`config.mk`:
```
export PLATFORM = sky130hd
export DESIGN_NAME = song_sequencer_flat
export DESIGN_NICKNAME = d
export VERILOG_FILES = /design/src/rtl/song_sequencer_if.sv /design/src/rtl/song_sequencer.sv /design/src/flat_wrapper.sv
export SDC_FILE = /design/constraint.sdc
export NUM_CORES = 1
export LEC_CHECK = 0
export ABC_AREA = 1
export CORE_MARGIN = 2
export CORE_UTILIZATION = 45
export CTS_CLUSTER_SIZE = 20
export DETAILED_ROUTE_END_ITERATION = 6
export PLACE_DENSITY = 0.79
export SKIP_LAST_GASP = 1
export SYNTH_ARGS = -nofsm -noshare
export SYNTH_HDL_FRONTEND = slang
export SYNTH_SLANG_ARGS = --single-unit
```
`constraint.sdc`:
```
create_clock -name clk -period 2.5 [get_ports clk]
set_clock_uncertainty 0.1 [all_clocks]
set_input_delay 0.5 -clock clk [delete_from_list [all_inputs] [get_ports clk]]
set_output_delay 0.5 -clock clk [all_outputs]
set_load 0.005 [all_outputs]
```
`src/rtl/song_sequencer_if.sv`:
```
// Song ROM read bus and note-player load bus for song_sequencer.
// The sequencer is the master: it drives the ROM address and the voice load
// strobes and fields, and receives synchronous ROM data.
interface song_sequencer_if #(
    parameter int NUM_SONGS = 4,
    parameter int ADDR_W    = 5,
    parameter int VOICES    = 3,
    parameter int NOTE_W    = 6,
    parameter int DUR_W     = 6,
    parameter int META_W    = 3
);
    localparam int S_W = $clog2(NUM_SONGS);
    localparam int E_W = 1 + NOTE_W + DUR_W + META_W;

    logic [S_W+ADDR_W-1:0] rom_addr;
    logic [E_W-1:0]        rom_dout;
    logic [VOICES-1:0]     note_load;
    logic [NOTE_W-1:0]     note_out;
    logic [DUR_W-1:0]      note_dur;
    logic [META_W-1:0]     note_meta;

    modport master (
        output rom_addr, note_load, note_out, note_dur, note_meta,
        input  rom_dout
    );

    modport slave (
        input  rom_addr, note_load, note_out, note_dur, note_meta,
        output rom_dout
    );
endinterface

```
`src/rtl/song_sequencer.sv`:
```
// Song playback engine: walks a synchronous multi-song ROM, dispatches note
// entries round-robin to the voice bank and waits out advance entries in beats.
// restart / next_song rewind from any state; a zero-length advance, or a note
// in the last entry slot, ends the song (loop or stop).
module song_sequencer #(
    parameter int NUM_SONGS = 4,
    parameter int ADDR_W    = 5,
    parameter int VOICES    = 3,
    parameter int NOTE_W    = 6,
    parameter int DUR_W     = 6,
    parameter int META_W    = 3,
    localparam int S_W      = $clog2(NUM_SONGS)
) (
    input  logic             clk,
    input  logic             rst_n,
    input  logic             play,
    input  logic             restart,
    input  logic             next_song,
    input  logic             loop_en,
    input  logic             beat,
    song_sequencer_if.master bus,
    output logic [S_W-1:0]   song_idx,
    output logic             song_done,
    output logic             busy
);
    localparam int E_W  = 1 + NOTE_W + DUR_W + META_W;
    localparam int VP_W = (VOICES > 1) ? $clog2(VOICES) : 1;

    typedef enum logic [2:0] {IDLE, FETCH, DECODE, WAIT, DONE} state_t;

    state_t            state_q, state_n;
    logic [ADDR_W-1:0] entry_q, entry_n;
    logic [S_W-1:0]    song_q, song_n;
    logic [VP_W-1:0]   voice_ptr_q, voice_ptr_n;
    logic [DUR_W-1:0]  beat_cnt_q, beat_cnt_n;
    logic [VOICES-1:0] load_q, load_n;
    logic [NOTE_W-1:0] note_q, note_n;
    logic [DUR_W-1:0]  dur_q, dur_n;
    logic [META_W-1:0] meta_q, meta_n;
    logic              done_q, done_n;
    logic              busy_q, busy_n;
    logic              end_song;

    // ROM entry fields, layout {adv, note, dur, meta}
    logic              ent_adv;
    logic [NOTE_W-1:0] ent_note;
    logic [DUR_W-1:0]  ent_dur;
    logic [META_W-1:0] ent_meta;

    assign ent_adv  = bus.rom_dout[E_W-1];
    assign ent_note = bus.rom_dout[E_W-2 -: NOTE_W];
    assign ent_dur  = bus.rom_dout[META_W +: DUR_W];
    assign ent_meta = bus.rom_dout[META_W-1:0];

    // Next-state and datapath updates; control pulses outrank the FSM.
    always_comb begin
        // NOTE: every variable gets a default first so no path can infer a latch.
        state_n     = state_q;
        entry_n     = entry_q;
        song_n      = song_q;
        voice_ptr_n = voice_ptr_q;
        beat_cnt_n  = beat_cnt_q;
        load_n      = '0;
        note_n      = note_q;
        dur_n       = dur_q;
        meta_n      = meta_q;
        done_n      = 1'b0;
        end_song    = 1'b0;

        case (state_q)
            IDLE: begin
                entry_n = '0;
                if (play) state_n = FETCH;
            end
            FETCH: begin
                if (play) state_n = DECODE;
            end
            DECODE: begin
                if (!ent_adv) begin
                    note_n      = ent_note;
                    dur_n       = ent_dur;
                    meta_n      = ent_meta;
                    load_n      = VOICES'(1) << voice_ptr_q;
                    voice_ptr_n = (voice_ptr_q == VP_W'(VOICES - 1)) ? '0 : voice_ptr_q + 1'b1;
                    if (entry_q == '1) begin
                        end_song = 1'b1;
                    end else begin
                        entry_n = entry_q + 1'b1;
                        state_n = FETCH;
                    end
                end else if (ent_dur != '0) begin
                    beat_cnt_n  = ent_dur;
                    voice_ptr_n = '0;
                    state_n     = WAIT;
                end else begin
                    end_song = 1'b1;
                end
            end
            WAIT: begin
                if (beat && play) begin
                    beat_cnt_n = beat_cnt_q - 1'b1;
                    if (beat_cnt_q == DUR_W'(1)) begin
                        // An advance in the last slot cannot wrap into entry 0.
                        if (entry_q == '1) begin
                            end_song = 1'b1;
                        end else begin
                            entry_n = entry_q + 1'b1;
                            state_n = FETCH;
                        end
                    end
                end
            end
            DONE: begin
                state_n = DONE;
            end
            default: begin
                state_n = IDLE;
            end
        endcase

        if (end_song) begin
            done_n      = 1'b1;
            entry_n     = '0;
            voice_ptr_n = '0;
            state_n     = loop_en ? FETCH : DONE;
        end

        if (restart || next_song) begin
            entry_n     = '0;
            voice_ptr_n = '0;
            beat_cnt_n  = '0;
            load_n      = '0;
            done_n      = 1'b0;
            state_n     = play ? FETCH : IDLE;
            if (next_song) song_n = song_q + 1'b1;
        end

        busy_n = (state_n == FETCH) || (state_n == DECODE) || (state_n == WAIT);
    end

    // State and output registers.
    always_ff @(posedge clk or negedge rst_n) begin
        if (!rst_n) begin
            state_q     <= IDLE;
            entry_q     <= '0;
            song_q      <= '0;
            voice_ptr_q <= '0;
            beat_cnt_q  <= '0;
            load_q      <= '0;
            note_q      <= '0;
            dur_q       <= '0;
            meta_q      <= '0;
            done_q      <= 1'b0;
            busy_q      <= 1'b0;
        end else begin
            // NOTE: non-blocking so every register samples pre-edge values.
            state_q     <= state_n;
            entry_q     <= entry_n;
            song_q      <= song_n;
            voice_ptr_q <= voice_ptr_n;
            beat_cnt_q  <= beat_cnt_n;
            load_q      <= load_n;
            note_q      <= note_n;
            dur_q       <= dur_n;
            meta_q      <= meta_n;
            done_q      <= done_n;
            busy_q      <= busy_n;
        end
    end

    assign bus.rom_addr  = {song_q, entry_q};
    assign bus.note_load = load_q;
    assign bus.note_out  = note_q;
    assign bus.note_dur  = dur_q;
    assign bus.note_meta = meta_q;
    assign song_idx      = song_q;
    assign song_done     = done_q;
    assign busy          = busy_q;
endmodule
```
`src/flat_wrapper.sv`:
```
// flat-port wrapper written by rule: the top's interface ports become plain ports
module song_sequencer_flat 
#(
    parameter int NUM_SONGS = 4,
    parameter int ADDR_W    = 5,
    parameter int VOICES    = 3,
    parameter int NOTE_W    = 6,
    parameter int DUR_W     = 6,
    parameter int META_W    = 3,
    localparam int S_W      = $clog2(NUM_SONGS)
)
  (clk, rst_n, play, restart, next_song, loop_en, beat, song_idx, song_done, busy, bus_rom_addr, bus_note_load, bus_note_out, bus_note_dur, bus_note_meta, bus_rom_dout);
  song_sequencer_if #(.NUM_SONGS(NUM_SONGS), .ADDR_W(ADDR_W), .VOICES(VOICES), .NOTE_W(NOTE_W), .DUR_W(DUR_W), .META_W(META_W)) bus_i ();
  input  logic clk;
  input  logic rst_n;
  input  logic play;
  input  logic restart;
  input  logic next_song;
  input  logic loop_en;
  input  logic beat;
  output logic [S_W-1:0] song_idx;
  output logic song_done;
  output logic busy;
  output wire logic [$bits(bus_i.rom_addr)-1:0] bus_rom_addr;
  output wire logic [$bits(bus_i.note_load)-1:0] bus_note_load;
  output wire logic [$bits(bus_i.note_out)-1:0] bus_note_out;
  output wire logic [$bits(bus_i.note_dur)-1:0] bus_note_dur;
  output wire logic [$bits(bus_i.note_meta)-1:0] bus_note_meta;
  input wire logic [$bits(bus_i.rom_dout)-1:0] bus_rom_dout;
  assign bus_rom_addr = bus_i.rom_addr;
  assign bus_note_load = bus_i.note_load;
  assign bus_note_out = bus_i.note_out;
  assign bus_note_dur = bus_i.note_dur;
  assign bus_note_meta = bus_i.note_meta;
  assign bus_i.rom_dout = bus_rom_dout;
  song_sequencer #(.NUM_SONGS(NUM_SONGS), .ADDR_W(ADDR_W), .VOICES(VOICES), .NOTE_W(NOTE_W), .DUR_W(DUR_W), .META_W(META_W)) u_core (.clk(clk), .rst_n(rst_n), .play(play), .restart(restart), .next_song(next_song), .loop_en(loop_en), .beat(beat), .bus(bus_i), .song_idx(song_idx), .song_done(song_done), .busy(busy));
endmodule
```
==> flow_metrics.env <==
export IMPL_status="finished, final reports clean"
export IMPL_antenna_found_initial=0
export IMPL_nets=311
export IMPL_drc_errors=0
export IMPL_hold_viol_final=0
export IMPL_clock_sinks=38
export IMPL_synth_cells=229
export IMPL_rrSetupSlack_ns=0.47
export IMPL_max_stage_delay_ns=0.44
export IMPL_finalCriticalPeriod_ns=2.03
export IMPL_dp_hpwl_um=3250
export IMPL_n_fill_cell=372
export IMPL_slew_violations=0
export IMPL_hold_path_class="input port to asynchronous set/reset pin"
export IMPL_syn_num_nets=256
export IMPL_cp_top_family="simple AND/OR/NAND/NOR gates"
export IMPL_hold_ws_ns=0.211
export IMPL_relSlewSlack=0.447
export IMPL_cp_arrival_ns=2.11
export IMPL_place_gp_congestion=0.882
export IMPL_netlist_area_sq_um=2060
export IMPL_power_density_nw_per_um2=646
export IMPL_tightest_slew_ns=0.829
export IMPL_wire_per_inst_um=12.6
export IMPL_pin_count=52
export IMPL_ctsResizeCount=0
export IMPL_finalSetupViolations=0
export IMPL_cp_cell_sequence="ha_1 > nand2_1 > nor2_1 > ha_1 > inv_1 > nand2_1 > nand3_4 > nand2_2 > inv_2 > nand2_1 > nand2_1 > nand2_1 > nand2_1"
export IMPL_multi_input_area_sq_um=970
export IMPL_ys_ff_latch=38
export IMPL_placed_area_sq_um=2610
export IMPL_synth_edf_count=0
export IMPL_fmax_mhz=492
export IMPL_syn_mean_instance_area_sq_um=8.99
export IMPL_power_leakage_nw=1.26
export IMPL_rsz0062_at_grt="no"
export IMPL_dp_cells=329
export IMPL_syn_to_final_growth_pct=32.0
export IMPL_maxCapViolations=0
export IMPL_cts_root_buffer="clkbuf_8"
export IMPL_drt_iter0_markers=82
export IMPL_io_buffers=51
export IMPL_htree_levels=2
export IMPL_core_area_sq_um=4380
export IMPL_cts_tree="done"
export IMPL_vias=1696
export IMPL_design_area_sq_um=2720
export IMPL_worstReg2RegEnd="u_core.busy"
export IMPL_slowest_stage="dfrtp_1"
export IMPL_cp_common_cell="nand2_1"
export IMPL_final_cells=336
export IMPL_cts_buffers=5
export IMPL_worstSetupEndpointType="flop"
export IMPL_track_usage=0.177
export IMPL_ir_worst_vdd_mv=0.428
export IMPL_yosys_area_top_type_share=0.462
export IMPL_reg2regPathDepth=13
export IMPL_drive_above_1_share=0.162
export IMPL_cp_num_buf_inv=2
export IMPL_finalSetupTns_ns=0
export IMPL_synth_async_reset_ratio=1.00
export IMPL_clock_path_buffers=2
export IMPL_grt_pass1_wl_um=7240
export IMPL_yosys_warnings=0
export IMPL_yosys_most_used_dff="dfrtp_1"
export IMPL_drt_pre_antenna_iters=4
export IMPL_dieHeight_um=71.6
export IMPL_die_w_um=71.6
export IMPL_clkTransAtPathRegs_ns=0.07
export IMPL_crit_path_start_kind="flop"
export IMPL_startpoint="u_core.entry_q[0]"
export IMPL_antenna_cells=0
export IMPL_cts_hold_buf=0
export IMPL_min_period_over_period=0.812
export IMPL_synth_area_top_cells="dfrtp_1 (46%), nand2_1 (10%), mux2_2 (4.4%)"
export IMPL_synth_seq_area_share=0.462
export IMPL_vias_per_cell=5.05
export IMPL_r2r_start="u_core.entry_q[0]"
export IMPL_rows=24
export IMPL_grt_max_degree=39
export IMPL_cp_max_fo=8
export IMPL_post_cts_repair_setup_buffers=0
export IMPL_ff_latch_area_sq_um=951
export IMPL_yosys_area_top_type="dfrtp_1"
export IMPL_die_area_sq_um=5130
export IMPL_overflow=0
export IMPL_criticalPathCategory="flop to flop"
export IMPL_grt_pass1_vias=1631
export IMPL_insertion_delay_ns=0.28
export IMPL_synth_cell_types=34
export IMPL_cp_required_ns=2.58
export IMPL_antenna_left=0
export IMPL_start_util=0.469
export IMPL_utilization=0.620
export IMPL_wirelength_um=4230
## cells in the final DEF (no fill, tap or decap)
| cell type | Yosys | final |
|---|---|---|
| a211oi_1 | 1 | 1 |
| a21oi_1 | 6 | 6 |
| a31oi_1 | 1 | 1 |
| buf_2 | 1 | 1 |
| buf_4 | 2 | 1 |
| bufinv_16 | 0 | 1 |
| clkbuf_8 | 0 | 6 |
| clkdlybuf4s50_1 | 0 | 50 |
| clkinv_4 | 1 | 1 |
| dfrtp_1 | 38 | 38 |
| ha_1 | 4 | 4 |
| inv_1 | 20 | 20 |
| inv_2 | 6 | 6 |
| mux2_2 | 8 | 8 |
| mux2_4 | 5 | 5 |
| nand2_1 | 55 | 55 |
| nand2_2 | 2 | 2 |
| nand2_4 | 3 | 3 |
| nand2_8 | 1 | 1 |
| nand3_1 | 9 | 9 |
| nand3_2 | 3 | 3 |
| nand3_4 | 1 | 1 |
| nand4_1 | 7 | 7 |
| nand4_4 | 1 | 1 |
| nor2_1 | 22 | 22 |
| nor2_2 | 3 | 3 |
| nor2_4 | 2 | 2 |
| nor3_1 | 1 | 1 |
| nor3b_1 | 1 | 1 |
| nor4_1 | 2 | 2 |
| o211ai_1 | 2 | 2 |
| o21ai_0 | 7 | 7 |
| o21ai_1 | 8 | 8 |
| or2_2 | 1 | 1 |
| xnor2_1 | 2 | 2 |
| xor2_1 | 2 | 2 |
## cells in the mapped netlist, types with 5 or more instances
| library cell | n |
|---|---|
| o21ai_1 | 8 |
| inv_2 | 6 |
| inv_1 | 20 |
| nand2_1 | 55 |
| dfrtp_1 | 38 |
| a21oi_1 | 6 |
| mux2_4 | 5 |
| nand4_1 | 7 |
| mux2_2 | 8 |
| nor2_1 | 22 |
| nand3_1 | 9 |
| o21ai_0 | 7 |
## sequential cells by signal, indices dropped and copies added, names as in the netlist
| signal | flops |
|---|---|
| u_core.beat_cnt_q | 6 |
| u_core.bus.note_dur | 6 |
| u_core.bus.note_load | 3 |
| u_core.bus.note_meta | 3 |
| u_core.bus.note_out | 6 |
| u_core.busy | 1 |
| u_core.entry_q | 5 |
| u_core.song_done | 1 |
| u_core.song_idx | 2 |
| u_core.state_q | 3 |
| u_core.voice_ptr_q | 2 |
## metrics by stage
step                power [mW]  setup slack [ns]
detailed placement        1.26             0.314
global route              1.85             0.326
floorplan                0.987             0.690
global placement          1.25             0.317
CTS                       1.78             0.462
finish                    1.76             0.469
## final cells by class
| type | count | share of cell area |
|---|---|---|
| clock buffers | 6 | 0.0304 |
| clock inverters | 1 | 0.0110 |
| well taps | 52 | 0.0239 |
| repair buffers | 52 | 0.189 |
| inverters | 27 | 0.0391 |
| flip-flops and latches | 38 | 0.350 |
| multi-input cells | 160 | 0.357 |
## worst max path at each step
stage	end	slack [ns]	depth (start not counted)
after floorplan	u_core.busy	0.69	12
after global placement	u_core.busy	0.32	10
after detailed placement	u_core.busy	0.31	9
after CTS	u_core.busy	0.46	13
after global routing	u_core.busy	0.33	13
final	u_core.busy	0.47	13
## cell families after synthesis
group | share of synthesized area
multiplexers | 0.0802
XOR/XNOR | 0.0170
buffers and inverters | 0.0669
AO/OA/AOI/OAI | 0.0650
adder cells (fa/ha/maj) | 0.0243
AND/OR/NAND/NOR | 0.284
flip-flops | 0.462
## metal layers
| metal | share of wire | GRT usage |
|---|---|---|
| met1 | 0.46 | 0.218 |
| met2 | 0.50 | 0.311 |
| met3 | 0.030 | 0.0380 |
| met4 | 0.012 | 0.0545 |
| met5 | 0 | 0 |
## power breakdown
group | leakage, nW | internal, mW | total, mW | switching [mW]
clock network | 0.0573 | 0.319 | 0.516 | 0.197
logic | 0.708 | 0.302 | 0.467 | 0.165
registers | 0.497 | 0.711 | 0.772 | 0.0613
total | 1.26 | 1.33 | 1.76 | 0.424
Note: power is estimated with default switching activity, not from simulation.
